===== src/rtl/spi_dev_sound_cmd_rx.sv =====
// spi_dev_sound_cmd_rx
// Receives sound-control write commands from the SPI protocol wrapper and
// queues each complete request (sound id, volume) in a small FIFO.
// The audio engine drains the queue over a valid/ready stream. A status
// command reads back the queue level and a sticky overflow flag.

module spi_dev_sound_cmd_rx #(
    parameter logic [7:0] CMD_SOUND_CTRL = 8'hfb,
    parameter logic [7:0] CMD_RX_STATUS  = 8'hfc,
    parameter int         FIFO_DEPTH     = 4
) (
    input  logic       clk,
    input  logic       rst,
    input  logic [7:0] pw_wdata,
    input  logic       pw_wcmd,
    input  logic       pw_wstb,
    input  logic       pw_end,
    output logic       pw_req,
    input  logic       pw_gnt,
    output logic [7:0] pw_rdata,
    output logic       pw_rstb,
    output logic       pw_irq,
    output logic [7:0] evt_sound_id,
    output logic [7:0] evt_volume,
    output logic       evt_valid,
    input  logic       evt_ready
);

    localparam int PW = $clog2(FIFO_DEPTH);
    localparam int LW = PW + 1;

    // Command decode and command-active flags
    logic          cmdStbSound_q, cmdStbSound_d;
    logic          cmdStbStatus_q, cmdStbStatus_d;
    logic          actSound_q, actSound_d;
    logic          actStatus_q, actStatus_d;

    // Payload capture
    logic [1:0]    byteIdx_q, byteIdx_d;
    logic [7:0]    idReg_q, idReg_d;
    logic          pushPend_q, pushPend_d;
    logic [15:0]   pushData_q, pushData_d;

    // Request queue
    logic [15:0]   mem_q [FIFO_DEPTH];
    logic [PW-1:0] wrPtr_q, wrPtr_d;
    logic [PW-1:0] rdPtr_q, rdPtr_d;
    logic [LW-1:0] level_q, level_d;
    logic          ovf_q, ovf_d;

    // Status response
    logic          txDone_q, txDone_d;
    logic          rstb_q, rstb_d;
    logic [7:0]    rdata_q, rdata_d;

    logic          full;
    logic          empty;
    logic          pop;
    logic          pushOk;
    logic          pushDrop;
    logic          sendStatus;
    logic [3:0]    level4;

    assign full       = (level_q == LW'(FIFO_DEPTH));
    assign empty      = (level_q == '0);
    assign pop        = ~empty & evt_ready;
    assign pushOk     = pushPend_q & (~full | pop);
    assign pushDrop   = pushPend_q & full & ~pop;
    assign sendStatus = pw_gnt & actStatus_q & ~txDone_q;
    assign level4     = 4'(level_q);

    assign pw_req       = actStatus_q;
    assign pw_rdata     = rdata_q;
    assign pw_rstb      = rstb_q;
    assign pw_irq       = ovf_q;
    assign evt_valid    = ~empty;
    assign evt_sound_id = empty ? 8'h00 : mem_q[rdPtr_q][15:8];
    assign evt_volume   = empty ? 8'h00 : mem_q[rdPtr_q][7:0];

    // Decode command bytes and track which command is active in this transaction
    always_comb begin
        cmdStbSound_d  = pw_wstb & pw_wcmd & (pw_wdata == CMD_SOUND_CTRL);
        cmdStbStatus_d = pw_wstb & pw_wcmd & (pw_wdata == CMD_RX_STATUS);
        actSound_d     = (actSound_q & ~pw_end) | cmdStbSound_q;
        actStatus_d    = (actStatus_q & ~pw_end) | cmdStbStatus_q;
    end

    // Collect the two payload bytes; a command byte or end of transaction restarts capture
    always_comb begin
        byteIdx_d  = byteIdx_q;
        idReg_d    = idReg_q;
        pushPend_d = 1'b0;
        pushData_d = pushData_q;
        if ((pw_wstb & pw_wcmd) | cmdStbSound_q | pw_end) begin
            byteIdx_d = 2'd0;
        end else if (pw_wstb & ~pw_wcmd & actSound_q) begin
            case (byteIdx_q)
                2'd0: begin
                    idReg_d   = pw_wdata;
                    byteIdx_d = 2'd1;
                end
                2'd1: begin
                    pushPend_d = 1'b1;
                    pushData_d = {idReg_q, pw_wdata};
                    byteIdx_d  = 2'd2;
                end
                default: byteIdx_d = 2'd2;
            endcase
        end
    end

    // Queue pointers, level and sticky overflow (a new overflow beats the read-clear)
    always_comb begin
        wrPtr_d = wrPtr_q;
        rdPtr_d = rdPtr_q;
        level_d = level_q;
        if (pushOk) begin
            wrPtr_d = wrPtr_q + PW'(1);
        end
        if (pop) begin
            rdPtr_d = rdPtr_q + PW'(1);
        end
        case ({pushOk, pop})
            2'b10:   level_d = level_q + LW'(1);
            2'b01:   level_d = level_q - LW'(1);
            default: level_d = level_q;
        endcase
        if (pushDrop) begin
            ovf_d = 1'b1;
        end else if (sendStatus) begin
            ovf_d = 1'b0;
        end else begin
            ovf_d = ovf_q;
        end
    end

    // Send exactly one status byte per grant; re-arm once the grant drops
    always_comb begin
        txDone_d = pw_gnt ? (txDone_q | sendStatus) : 1'b0;
        rstb_d   = sendStatus;
        rdata_d  = sendStatus ? {ovf_q, 3'b000, level4} : 8'h00;
    end

    // State registers with synchronous reset
    always_ff @(posedge clk) begin
        if (rst) begin
            cmdStbSound_q  <= 1'b0;
            cmdStbStatus_q <= 1'b0;
            actSound_q     <= 1'b0;
            actStatus_q    <= 1'b0;
            byteIdx_q      <= 2'd0;
            idReg_q        <= 8'h00;
            pushPend_q     <= 1'b0;
            pushData_q     <= 16'h0000;
            wrPtr_q        <= '0;
            rdPtr_q        <= '0;
            level_q        <= '0;
            ovf_q          <= 1'b0;
            txDone_q       <= 1'b0;
            rstb_q         <= 1'b0;
            rdata_q        <= 8'h00;
        end else begin
            cmdStbSound_q  <= cmdStbSound_d;
            cmdStbStatus_q <= cmdStbStatus_d;
            actSound_q     <= actSound_d;
            actStatus_q    <= actStatus_d;
            byteIdx_q      <= byteIdx_d;
            idReg_q        <= idReg_d;
            pushPend_q     <= pushPend_d;
            pushData_q     <= pushData_d;
            wrPtr_q        <= wrPtr_d;
            rdPtr_q        <= rdPtr_d;
            level_q        <= level_d;
            ovf_q          <= ovf_d;
            txDone_q       <= txDone_d;
            rstb_q         <= rstb_d;
            rdata_q        <= rdata_d;
        end
    end

    // Queue storage; contents need no reset because the level gates visibility
    always_ff @(posedge clk) begin
        if (!rst && pushOk) begin
            mem_q[wrPtr_q] <= pushData_q;
        end
    end

endmodule


===== config.mk =====
export PLATFORM = sky130hd
export DESIGN_NAME = spi_dev_sound_cmd_rx
export DESIGN_NICKNAME = d
export VERILOG_FILES = /design/src/rtl/spi_dev_sound_cmd_rx.sv
export SDC_FILE = /design/constraint.sdc
export NUM_CORES = 1
export LEC_CHECK = 0
export CAP_MARGIN = 20
export CORE_ASPECT_RATIO = 0.7
export CORE_MARGIN = 2
export CORE_UTILIZATION = 45
export CTS_CLUSTER_DIAMETER = 80
export DETAILED_ROUTE_END_ITERATION = 12
export HOLD_SLACK_MARGIN = 0.12
export PLACE_DENSITY_LB_ADDON = 0.2
export SETUP_SLACK_MARGIN = 0.15
export SLEW_MARGIN = 40
export SYNTH_ARGS = -nofsm -noshare
export SYNTH_HDL_FRONTEND = slang
export SYNTH_SLANG_ARGS = --single-unit

===== constraint.sdc =====
create_clock -name clk -period 2.6 [get_ports clk]
set_clock_uncertainty 0.1 [all_clocks]
set_input_delay 0.52 -clock clk [delete_from_list [all_inputs] [get_ports clk]]
set_output_delay 0.52 -clock clk [all_outputs]
set_load 0.01 [all_outputs]

Yosys cells after proc, flatten, opt, wreduce, memory -nomap -nowiden
Memories as Yosys holds them, arrays and structs flattened. A register that Yosys moved wholly into a read port is not among the register bits.
Index checks and enable logic that the tools add are counted.
- bits in registers: 49
- latch bits: 0
- RAM bits: 64
- memory bits (read-only): 0
- input bits: 15
- output and inout bits: 28
- memories kept: 1
- $add $sub $neg: 4
- multiply operators: 0
- divide/modulo/power cells: 0
- order comparisons: 0
- equal/unequal tests: 6
- shift-type cells: 0
- mux-type cells: 11
- bitwise logic cells: 29
- reductions and logical operators: 12
- memory list (memory ; words ; width ; read ports ; clocked after Yosys merged registers in ; write ports ; RTL line ; text):
    mem_q ; 4 ; 16 ; 1 ; 1 ; 1 ; 45 ; logic [15:0] mem_q [FIFO_DEPTH];
- operator list (operator ; number):
    8-bit == test (second input constant) ; 2
    8-bit 2-to-1 mux ; 2
    1-bit AND ; 13
    1-bit inverter ; 10
    2-bit 2-to-1 mux ; 3
    1-bit OR ; 6
    3-bit one-hot mux with 2 select lines ; 1
    3-bit AND reduction ; 2
    2-bit OR reduction ; 3
    1-bit 2-to-1 mux ; 5
    2-bit by 1-bit adder with 2-bit output (second input constant) ; 2
    2-bit by 1-bit == test with 1-bit output (second input constant) ; 2
    2-bit nonzero test ; 2
    3-bit by 1-bit adder with 3-bit output (second input constant) ; 1
    3-bit == test (second input constant) ; 1
    3-bit zero test ; 1
    3-bit OR reduction ; 1
    3-bit by 1-bit subtractor with 3-bit output (second input constant) ; 1
    2-bit == test (second input constant) ; 1
    2-bit zero test ; 1
    1-bit logical AND ; 1
    1-bit zero test ; 1

Logic depth before layout (Yosys ltp)
Gate-level depths: netlist of run 1.
- depth in word-level cells: 8
- gate-level depth with buffers: 9
- mapped depth without buffers: 7

Least setup slack after synthesis of run 1
OpenSTA, ideal clock, no wires.
- kind: register to register
- start: reg level_q[2]
- end: reg level_q[2]
- library setup time: 0.074 ns
- arrival: 1.974 ns
- data required time: 2.426 ns
- slack: 0.452 ns
- stages on the path, launching flop included: 10
- buffers on the path: 2
- cell sequence: dfxtp_1 > buf_2 > nor3_2 > buf_2 > inv_1 > nand3_1 > fa_1 > nand2b_1 > or3b_1 > a31oi_1
- word-level cells in the longest chain between the ends: 7
- ends and longest elaborated chain (item ; RTL line ; text):
    start, declared ; 48 ; logic [LW-1:0] level_q, level_d;
    start signal, assigned ; 173 ; level_q <= level_d;
    3-bit zero test * ; 65 ; assign empty = (level_q == '0);
    1-bit inverter * ; - ;
    named net evt_valid ; 25 ; output logic evt_valid,
    1-bit AND * ; 66 ; assign pop = ~empty & evt_ready;
    1-bit OR ; 67 ; assign pushOk = pushPend_q & (~full | pop);
    1-bit AND ; 67 ;
    2-bit by 1-bit == test with 1-bit output / 2-bit == test (equally long branches) ; 123 ; case ({pushOk, pop})
    3-bit one-hot mux with 2 select lines / 2-bit nonzero test (equally long branches) ; - ;
The timed path passes the listed nets; every way through them passes the cells marked *.
A chain may end at the register's enable or synchronous reset.

==> impl.org, run 1 <==
** Synthesis
- Gate count of the mapped netlist :: roughly 310
- Netlist area before placement :: 4470 um^2
- Of the post-synthesis cell area, the dominant cell type holds 0.430.
- Share of synthesized area occupied by flip-flops and latches :: 0.640
- Each instance of the synthesized netlist takes up on average about 14 um^2.
- Number of synthesized register bits :: between 100 and 150
- Top FF cell, synth :: sky130_fd_sc_hd__edfxtp_1
- Asr flop ratio synth :: 0
- Number of distinct library cell variants in the gate-level netlist after synthesis :: 44
- Yosys mapped a number of flops with a built-in enable equal to 64.
- Area leader, netlist :: sky130_fd_sc_hd__edfxtp_1
- Synth warnings :: 0
- Ranking of synthesized cells by area :: sky130_fd_sc_hd__edfxtp_1 (43%), sky130_fd_sc_hd__dfxtp_1 (21%), sky130_fd_sc_hd__mux4_2 (8.1%)

** Worst setup path
- Data required time at the worst endpoint :: 1.98 ns
- At the worst endpoint, the arrival time is 1.79 ns.
- The worst setup path is launched from a register.
- Reg-to-reg endpoint :: level_q[2]
- Reg2Reg Setup Slack :: 0.66 ns
- For the worst flop-to-flop path, the logic depth is 7.
- In this run the critical register-to-register path is launched from level_q[2].
- By startpoint and endpoint, the worst setup path is classified as register to primary output.
- CP Max Fanout :: 8
- The critical path ends at evt_sound_id[3].
- STA classifies the critical path endpoint as a primary output.

** GRT
- Maximum number of pins on one net before global-route repair :: 50
- Remaining global-route overflow :: 0
- The number of global-route vias before repair was 2260.
- Initial antenna violation count :: 0
- Overall track demand over capacity in global routing :: 0.154
- The first global-routing pass estimated 12200 um of wire.

** Placed design
- The HPWL after detailed placement is 5090 um.
- Number of buffers inserted by port buffering :: 38
- Placed instance area :: 5020 um^2
- OpenSTA, run right after detailed placement, puts the worst setup slack at 0.266 ns.
- At the end of routability-driven placement, the weighted congestion stood at 0.722.
- In this run, placement finished with an instance count of 471.

** Final layout
- At the end of the flow the core is filled with cells to 0.552.
- In the final layout, the share of cells above drive strength 1 is 0.163.
- Highest-count cells in the layout ignoring fill and taps :: sky130_fd_sc_hd__edfxtp_1 (64), sky130_fd_sc_hd__dfxtp_1 (45), sky130_fd_sc_hd__nand2b_1 (35), sky130_fd_sc_hd__mux2i_1 (25), sky130_fd_sc_hd__clkdlybuf4s50_1 (22)
- At the end of the flow, the number of nets in the layout was 376.
- Flip-flop and latch area :: 2870 um^2
- Counting the fill cells in the layout gives 798.
- Most common cell after layout, fill and taps aside :: sky130_fd_sc_hd__edfxtp_1
- The finished cells cover 5350 um^2.
- Ant diodes :: 0
- Excluding fillers, the count of instances in the completed layout stands at 489.
- From synthesis to final layout, the design area changed by 19.5%.
- The multi-input combinational cells in the finished layout cover a total of roughly 1500 um^2.

** Floorplan
- IO Count :: 43
- The die is about 120 um wide.
- Initial core utilization :: 0.462
- # rows :: 30
- The core region is 9680 um^2.
- The die covers roughly 11000 um^2.
- Die Y :: ~90 um

** STA
- Setup repair after global routing could not meet its margin everywhere.
- Final hold violations :: 0
- Setup slack closes at about 0.19 ns.
- Fin. max-slew vios :: 0
- Final total negative setup slack :: 0 ns
- Period utilisation layout :: 0.928
- Setup violations remaining at the end of the flow were counted as 0.
- Across all hold checks on the routed design, the worst slack comes to 0.351 ns.
- Final critical delay including setup and external delays :: 2.41 ns
- Maximum operating frequency :: 414 MHz

** Drt
- First-pass DRT Iterations :: 4
- The routed layout has 2421 vias.
- For this run, design rule violations remaining after detail routing come to 0.
- Using the TritonRoute via totals, the vias-per-cell ratio works out to 4.95.
- The count of nets left with antenna violations once routing finished came out at 0.
- The final layout contains routed wiring with a total length of roughly 7600 um.
- Initial detailed-routing violation count :: between 150 and 200
- Wirelength per Cell :: 15.5 um

** Power and ir drop
- In this run the power density over the cells is 612 nW/um^2.
- The analysis attributes to cell leakage a power of 1.95 nW.
- The worst-case IR drop observed on VDD is 0.000475 V.
- Power after layout :: 3.27 mW

** Clock network
- After clock tree synthesis, the clock-pin slew on the worst setup and hold paths is 0.07 ns.
- For the worst-skew pair, the clock arrives at the later sink with an insertion delay of 0.34 ns.
- Maximum count of clock buffers along a single path :: 2
- TritonCTS built the clock tree.
- Hold buffer count at cts :: 0
- CTS H-tree lvls :: 3
- Counting every sink on the clock net gives 111.
- Root Buffer Master :: sky130_fd_sc_hd__clkbuf_16
- In this run, CTS created clock tree buffers numbering 9.

** Job
- Max capacitance violation total :: 0

** Hold path
- Class of the worst hold path :: register to register

** Status
- Run status :: complete, no violations
## critical path, cell delays in order (launching register included)
cell	delay, ns
sky130_fd_sc_hd__dfxtp_4	0.40
sky130_fd_sc_hd__buf_16	0.14
sky130_fd_sc_hd__mux4_2	0.50
sky130_fd_sc_hd__nor2b_1	0.14
sky130_fd_sc_hd__dlygate4sd2_1	0.27
## synth_stat cells (2+ instances only)
library cell,number
sky130_fd_sc_hd__o21ai_0,3
sky130_fd_sc_hd__and3_1,2
sky130_fd_sc_hd__buf_4,6
sky130_fd_sc_hd__inv_1,8
sky130_fd_sc_hd__dfxtp_1,47
sky130_fd_sc_hd__nand3b_1,3
sky130_fd_sc_hd__mux2_2,2
sky130_fd_sc_hd__nor3_1,3
sky130_fd_sc_hd__buf_2,8
sky130_fd_sc_hd__mux4_2,16
sky130_fd_sc_hd__nor2_1,17
sky130_fd_sc_hd__and2_1,9
sky130_fd_sc_hd__nand2b_1,35
sky130_fd_sc_hd__edfxtp_1,64
sky130_fd_sc_hd__a21oi_1,5
sky130_fd_sc_hd__a31oi_1,2
sky130_fd_sc_hd__nand2_1,3
sky130_fd_sc_hd__and4bb_2,2
sky130_fd_sc_hd__nor2b_1,17
sky130_fd_sc_hd__mux2i_1,25
sky130_fd_sc_hd__clkbuf_2,2
sky130_fd_sc_hd__ha_1,4
sky130_fd_sc_hd__clkbuf_1,4
sky130_fd_sc_hd__xor2_1,2
## final cells by class
type                       count  area share
clock buffer                  11      0.0435
tap                          128      0.0299
multi-input combinational    172       0.276
sequential                   111       0.536
clock inverter                 5      0.0122
timing repair buffer          54      0.0964
inverter                       8     0.00561
## power breakdown
| part | total [mW] | internal, mW | leakage (nW) | switching, mW |
|---|---|---|---|---|
| Combinational | 0.0623 | 0.0334 | 0.794 | 0.0289 |
| Sequential | 1.83 | 1.83 | 1.01 | 0.000105 |
| Clock | 1.38 | 0.759 | 0.145 | 0.617 |
| Total | 3.27 | 2.63 | 1.95 | 0.646 |
## worst min path at each step
stage / to / slack, ns / start / cells after the start
after floorplan: pw_req / 0.31 / cmdStbStatus_q / 2
after global placement: pw_req / 0.33 / cmdStbStatus_q / 2
after detailed placement: pw_req / 0.33 / cmdStbStatus_q / 2
after CTS: pw_req / 0.36 / cmdStbStatus_q / 2
after global routing: pw_req / 0.40 / cmdStbStatus_q / 2
final: pw_req / 0.35 / cmdStbStatus_q / 2
## routing by layer
layer	track usage	share of wire
met4	0.0496	0.012
met1	0.240	0.53
met2	0.207	0.40
met3	0.0425	0.058
met5	0	0
## registers in the layout, summed over array words and instances (netlist names), 2 cells and up, named ones only
register and flops:
byteIdx_q 2, idReg_q 8, level_q 3, mem_q 64, pushData_q 16, pw_rdata 4
rdPtr_q 2, wrPtr_q 2
## cell families after synthesis
group	synth area share
AND/OR/NAND/NOR	0.138
buffers and inverters	0.0338
multiplexers	0.141
AO/OA/AOI/OAI	0.0240
other	0.000838
adder cells (fa/ha/maj)	0.0157
XOR/XNOR	0.00587
flip-flops	0.640
## what timing repair did
| item | 4_1_cts | 5_1_grt |
|---|---|---|
| gates resized for setup | 20 | 18 |
| gates cloned | 1 | 0 |
| setup endpoints to repair | 17 | 16 |
| setup buffers | 0 | 1 |
Note: power is estimated with default switching activity, not from simulation.
==> inputs of run 2 (changes only) <==
CELL_PAD_IN_SITES_DETAIL_PLACEMENT = 0   (was default)
CELL_PAD_IN_SITES_GLOBAL_PLACEMENT = 1   (was default)
==> impl.org, run 2 (synthesis results as in run 1) <==
** GRT
- The pin count of the biggest net entering global routing came to 27 (-46%).
- Initial antenna violation count :: 0 (unchanged)
- Remaining global-route overflow :: 0 (unchanged)
- Via count of the first global-routing pass :: 2446 (+8.2%)
- The all-layer global routing usage is 0.170 (+0.0155).
- The wire length of the first global-routing pass is 13200 um (+8.6%).

** Floorplan
- Floorplan core area :: 9680 um^2 (unchanged)
- Die Y :: 87.4 um (unchanged)
- # rows :: 30 (unchanged)
- Die Outline Area :: 10800 um^2 (unchanged)
- Initial core utilization :: 0.462 (unchanged)
- IO Count :: 43 (unchanged)
- Chip Width :: 123 um (unchanged)

** Clock network
- The hold-fix buffer count after cts is 0 (unchanged).
- The H-tree level count was 3 (unchanged).
- Number of sinks on the clock net :: 111 (unchanged)
- Inserted Clock Buffers :: 9 (unchanged)
- Maximum count of clock buffers along a single path :: 2 (unchanged)
- Clock tree from TritonCTS :: done
- The root buffer cell chosen for the clock tree is sky130_fd_sc_hd__clkbuf_16.
- Clock transition at the register clock pins on the worst setup and hold paths after CTS :: 0.07 ns (about the same)
- The insertion delay to the later sink of the worst-skew pair is 0.35 ns (about the same).

** Worst setup path
- Critical path class :: register to primary output
- The worst setup path is captured at a primary output.
- Reg-to-reg endpoint :: level_q[2]
- STA classifies the critical path startpoint as a register.
- The path depth of the worst reg2reg path came to 8 (+1).
- CP Max Fanout :: 4 (-4)
- The arrival time of the worst setup path came to 1.81 ns (+0.02 ns).
- Data required time at the worst endpoint :: 1.98 ns (about the same)
- The worst register-to-register path begins at level_q[1].
- Reg2Reg Setup Slack :: 0.66 ns (about the same)

** Power and ir drop
- The cell leakage power is 2.02 nW (+3.5%).
- Power after layout :: 3.34 mW (+2.1%)
- IR drop worst, VDD :: 0.000305 V (-36%)
- Power Density :: 610 nW/um^2 (-0.23%)

** Drt
- Wirelength per Cell :: 16.6 um (+7.3%)
- The first-pass detailed-route iteration total was 4 (unchanged).
- The average vias per placed instance is 5.15 (+4.1%).
- The count of vias placed by the detailed router is 2582 (+6.7%).
- The post-detailed-route count of antenna-violating nets was 0 (unchanged).
- The violation count after the first detailed-route iteration came to 147 (-12%).
- The detailed-route DRC error count came to 0 (unchanged).
- Final Routed Wirelength :: 8320 um (+10%)

** STA
- Final total negative setup slack :: 0 ns (unchanged)
- The number of setup violations in the final report is 0 (unchanged).
- The max-slew violation count is 0 (unchanged).
- RSZ-0062 raised after global routing :: true
- Final hold violations :: 0 (unchanged)
- Period utilisation layout :: 0.933 (+0.00525)
- Maximum operating frequency :: 412 MHz (-0.56%)
- Final critical delay including setup and external delays :: 2.43 ns (+0.0137 ns)

** Placed design
- Number of buffers inserted by port buffering :: 38 (unchanged)
- The placer congestion estimate is 0.796 (+10%).
- Total half-perimeter wirelength after legalization and detailed placement :: 5430 um (+6.6%)

** Final layout
- The number of inserted diodes is 0 (unchanged).
- The fraction of final layout cells sized beyond drive strength 1 is 0.209 (+0.0457).
- Total number of nets in the final design :: 388 (+3.2%)
- FILL cells :: 819 (+2.6%)
- Highest-count cells in the layout ignoring fill and taps :: sky130_fd_sc_hd__edfxtp_1 (64), sky130_fd_sc_hd__dfxtp_1 (46), sky130_fd_sc_hd__nand2b_1 (35), sky130_fd_sc_hd__mux2i_1 (25), sky130_fd_sc_hd__clkdlybuf4s50_1 (22)
- mem_q holds more flip-flops than any other register.
- Multi-input gate area :: 1480 um^2 (+0.17%)
- Largest registers :: mem_q (64), pushData_q (16), idReg_q (8)
- Most common cell after layout, fill and taps aside :: sky130_fd_sc_hd__edfxtp_1
- Flip-flop and latch area :: 2870 um^2 (about the same)
- Max FFs per register :: 64 (unchanged)
- Post-synthesis to final-layout area growth :: 22.4%
- Final core utilization :: 0.566 (+0.0132)

** Hold path
- Launch point of the worst hold path :: cmdStbStatus_q
- For hold timing, the worst endpoint is pw_req.
- The tightest min-delay check is of the register to register type.
- The number of stages on the worst hold path came to 2 (unchanged).

** Job
- Max capacitance violation total :: 0 (unchanged)

** Status
- The run finished with clean final reports.
run 2: cell types whose count changed in the layout (fill, tap and decap cells not counted), moves of 3 or more:
cell,previous run,this run
sky130_fd_sc_hd__buf_4,14,19
sky130_fd_sc_hd__buf_12,1,5
sky130_fd_sc_hd__clkdlybuf4s15_1,11,5
sky130_fd_sc_hd__clkinvlp_4,0,3
sky130_fd_sc_hd__buf_2,0,5
run 2: where the power goes:
group | internal, mW | switching (mW)
registers | 1.83 | 0.0000865
logic | 0.0345 | 0.0326
clock network | 0.845 | 0.596
run 2: repair_timing:
action,4_1_cts,5_1_grt
gates cloned,0,0
endpoints found under the setup margin,18,10
buffers inserted,9,3
pin swaps,1,0
hold endpoints to repair,0,0
resized for setup,37,19
run 2: cell type report:
class	instances	share of cell area
multi-input cells	172	0.270
flip-flops and latches	111	0.523
clock buffers	11	0.0425
inverters	8	0.00548
clock inverters	5	0.0151
repair buffers	66	0.114
well taps	128	0.0292
run 2: worst max path at each step:
stage          slack [ns]         endpoint  depth (start not counted)
4_1_cts              0.06    evt_volume[0]                          5
5_1_grt              0.11    evt_volume[0]                          5
3_3_place_gp         0.20  evt_sound_id[6]                          4
2_1_floorplan        0.45       level_q[2]                          9
3_5_place_dp         0.14       level_q[2]                          8
6_report             0.17    evt_volume[0]                          5
run 2: routing by layer:
| metal | up-vias | track usage | routed length (um) |
|---|---|---|---|
| li1 | 1220 | - | - |
| met1 | 1294 | 0.228 | 3870 |
| met2 | 56 | 0.266 | 3940 |
| met3 | 12 | 0.0445 | 370 |
| met4 | 0 | 0.0651 | 138 |
| met5 | - | 0 | 0 |
run 2: through the flow:
stage | cell area (um^2) | setup WS, ns | instances | hold slack (ns)
2_1_floorplan | 4490 | 0.452 | 312 | 0.313
3_3_place_gp | 5070 | 0.202 | 473 | 0.322
3_5_place_dp | 5070 | 0.143 | 473 | 0.327
4_1_cts | 5470 | 0.0642 | 498 | 0.342
5_1_grt | 5480 | 0.107 | 501 | 0.370
6_report | 5480 | 0.173 | 501 | 0.338
run 2: worst max-delay path, stage by stage (launching register included):
cell,delay (ns)
sky130_fd_sc_hd__dfxtp_4,0.37
sky130_fd_sc_hd__buf_8,0.11
sky130_fd_sc_hd__buf_4,0.12
sky130_fd_sc_hd__mux4_2,0.48
sky130_fd_sc_hd__nor2b_1,0.15
sky130_fd_sc_hd__clkdlybuf4s15_1,0.23
==> inputs of run 3 (changes only) <==
CORE_UTILIZATION = 42   (was 45)
clock period = 2.1 ns   (was 2.6 ns; I/O delays follow)
==> impl.org, run 3 (synthesis results as in run 1) <==
** STA
- The max-slew violation count was 0 (unchanged).
- Maximum operating frequency :: 449 MHz
- RSZ-0062 raised after global routing :: true
- Least setup slack across all paths after layout :: -0.128 ns (-0.301 ns)
- Period utilisation layout :: 1.06
- Count of final setup violators :: 16 (+16)
- The worst hold-check slack is 0.342 ns (+0.00405 ns).
- The number of hold violations in the final report was 0 (unchanged).
- Final critical delay including setup and external delays :: 2.23 ns

** Power and ir drop
- The overall power is 4.01 mW (+20%).
- The power density normalized to cell area was 723 nW/um^2 (+19%).
- The cell leakage power came to 2.08 nW (+2.9%).
- IR drop worst, VDD :: 0.000465 V (+52%)

** Floorplan
- The number of cell rows came to 31 (+3.3%).
- Die Outline Area :: 11500 um^2 (+6.9%)
- Chip Width :: 127 um (+3.4%)
- Die Y :: 90.4 um (+3.4%)
- IO Count :: 43 (unchanged)
- Floorplan core area :: 10400 um^2 (+6.9%)
- Initial core utilization :: 0.432 (-0.0300)

** Drt
- The detailed-route DRC error count was 0 (unchanged).
- First-pass DRT Iterations :: 4 (unchanged)
- The met2 wire length is 3880 um (-1.6%).
- Top layer reached by signal wires :: met4
- The count of vias placed by the detailed router came to 2557 (-0.97%).
- Wl on met1 :: 3930 um (+1.5%)
- Vias per std cell :: 5.04 (-2.1%)
- Initial detailed-routing violation count :: 183 (+24%)
- Final Routed Wirelength :: 8220 um (-1.3%)
- The average detailed-routed wire length per instance came to 16.2 um (-2.4%).
- The routed length on met3 was 381 um (+3.0%).
- Remaining antenna violation count after routing :: 0 (unchanged)

** Worst setup path
- The setup path with the least slack is of type register to primary output.
- Reg-to-reg endpoint :: level_q[2]
- Crit end category :: primary output
- The worst register-to-register path begins at level_q[1].
- The arrival time of the worst setup path is 1.71 ns (-0.10 ns).
- The path depth of the worst reg2reg path was 8 (unchanged).
- The maximum net fanout on the critical path came to 7 (+3).
- Element type at the critical path start :: register
- Data required time at the worst endpoint :: 1.58 ns (-0.40 ns)
- Reg2Reg Setup Slack :: 0.28 ns (-0.38 ns)

** GRT
- Overall track demand over capacity in global routing :: 0.156 (-0.0138)
- The number of global-route vias before repair is 2574 (+5.2%).
- Initial antenna violation count :: 0 (unchanged)
- The total overflow reported by the global router was 0 (unchanged).
- The pin count of the biggest net entering global routing was 35 (+30%).
- The wire length of the first global-routing pass came to 13600 um (+3.3%).

** Final layout
- Post-synthesis to final-layout area growth :: 23.8%
- The fraction of final layout cells sized beyond drive strength 1 came to 0.248 (+0.0389).
- Register containing the most flip-flops in the final layout :: mem_q
- Final Instance Area :: 5540 um^2 (+1.1%)
- Highest-count cells in the layout ignoring fill and taps :: sky130_fd_sc_hd__edfxtp_1 (64), sky130_fd_sc_hd__dfxtp_1 (45), sky130_fd_sc_hd__nand2b_1 (35), sky130_fd_sc_hd__mux2i_1 (25), sky130_fd_sc_hd__clkdlybuf4s50_1 (21)
- FILL cells :: 861 (+5.1%)
- The number of nets in the layout was 390 (+0.52%).
- Most common cell after layout, fill and taps aside :: sky130_fd_sc_hd__edfxtp_1
- Ant diodes :: 0 (unchanged)
- The flip-flop count of the largest register, all copies and words added came to 64 (unchanged).
- Largest registers :: mem_q (64), pushData_q (16), idReg_q (8)

** Clock network
- Hold buffer count at cts :: 0 (unchanged)
- CTS H-tree lvls :: 3 (unchanged)
- The number of buffers added by the clock tree synthesis step came to 9 (unchanged).
- CTS placed an instance of sky130_fd_sc_hd__clkbuf_16 at the clock tree root.
- The clock sink count came to 111 (unchanged).
- Maximum count of clock buffers along a single path :: 2 (unchanged)
- The insertion delay to the later sink of the worst-skew pair is 0.34 ns (about the same).
- Clock transition at the register clock pins on the worst setup and hold paths after CTS :: 0.07 ns (about the same)
- Clock tree from TritonCTS :: done

** Hold path
- Worst hold path cell count :: 2 (unchanged)
- Terminating pin of the worst hold path :: pw_req
- Class of the worst hold path :: register to register
- In this run the most critical hold path is launched from cmdStbStatus_q.

** Placed design
- The standard cell area after detailed placement was 5150 um^2 (+1.4%).
- The detailed placement HPWL was 5550 um (+2.2%).
- The count of buffers from port buffering came to 38 (unchanged).
- The placer congestion estimate came to 0.765 (-3.8%).

** Job
- Max capacitance violation total :: 0 (unchanged)

** Status
- Violations in the final reports :: setup timing
- The flow ran to the end, but the final reports show violations.
==> run 3: how the worst max path moves through the flow <==
stage                           end  slack [ns]  cells past startpoint
global route          evt_volume[3]       -0.21                      5
finish              evt_sound_id[2]       -0.13                      5
CTS                   evt_volume[2]       -0.14                      5
floorplan                level_q[2]        0.16                      9
detailed placement     mem_q[0][14]       -0.12                      5
global placement    evt_sound_id[2]       -0.11                      4
==> run 3: worst max-delay path, stage by stage, from the launching register on <==
cell and delay [ns]:
sky130_fd_sc_hd__dfxtp_2 0.37, sky130_fd_sc_hd__buf_8 0.15, sky130_fd_sc_hd__buf_6 0.10, sky130_fd_sc_hd__mux4_2 0.49, sky130_fd_sc_hd__nor2b_1 0.14, sky130_fd_sc_hd__buf_2 0.13
==> run 3: layout make-up <==
cell class | count | area [um^2] | share of cell area
Tap cell | 132 | 165 | 0.0298
Multi-Input combinational cell | 172 | 1510 | 0.272
Timing Repair Buffer | 68 | 681 | 0.123
Clock buffer | 10 | 229 | 0.0413
Clock inverter | 6 | 62.6 | 0.0113
Sequential cell | 111 | 2870 | 0.517
Inverter | 8 | 30.0 | 0.00542
==> run 3: repair_timing <==
action | 4_1_cts | 5_1_grt
buffers inserted | 11 | 1
pin swaps | 0 | 3
resized for setup | 81 | 7
endpoints found under the setup margin | 17 | 77
==> run 3: metrics by stage <==
step / instances / setup WS (ns) / util / TNS, ns
final: 507 / -0.128 / 0.535 / -1.59
after global routing: 507 / -0.206 / 0.535 / -2.69
after CTS: 506 / -0.142 / 0.532 / -1.85
after detailed placement: 479 / -0.117 / 0.497 / -8.57
after global placement: 479 / -0.106 / 0.497 / -7.53
after floorplan: 312 / 0.156 / - / 0
==> run 3: where the power goes <==
group	switching [mW]	leakage (nW)	total (mW)	internal (mW)
Sequential	0.000103	1.01	2.27	2.27
Combinational	0.0404	0.931	0.0857	0.0453
Clock	0.727	0.134	1.65	0.921
==> run 3: layer usage <==
metal / vias to the layer above / track usage
met2: 60 / 0.244
li1: 1227 / -
met3: 2 / 0.0403
met4: 0 / 0.0449
met1: 1268 / 0.216
met5: - / 0
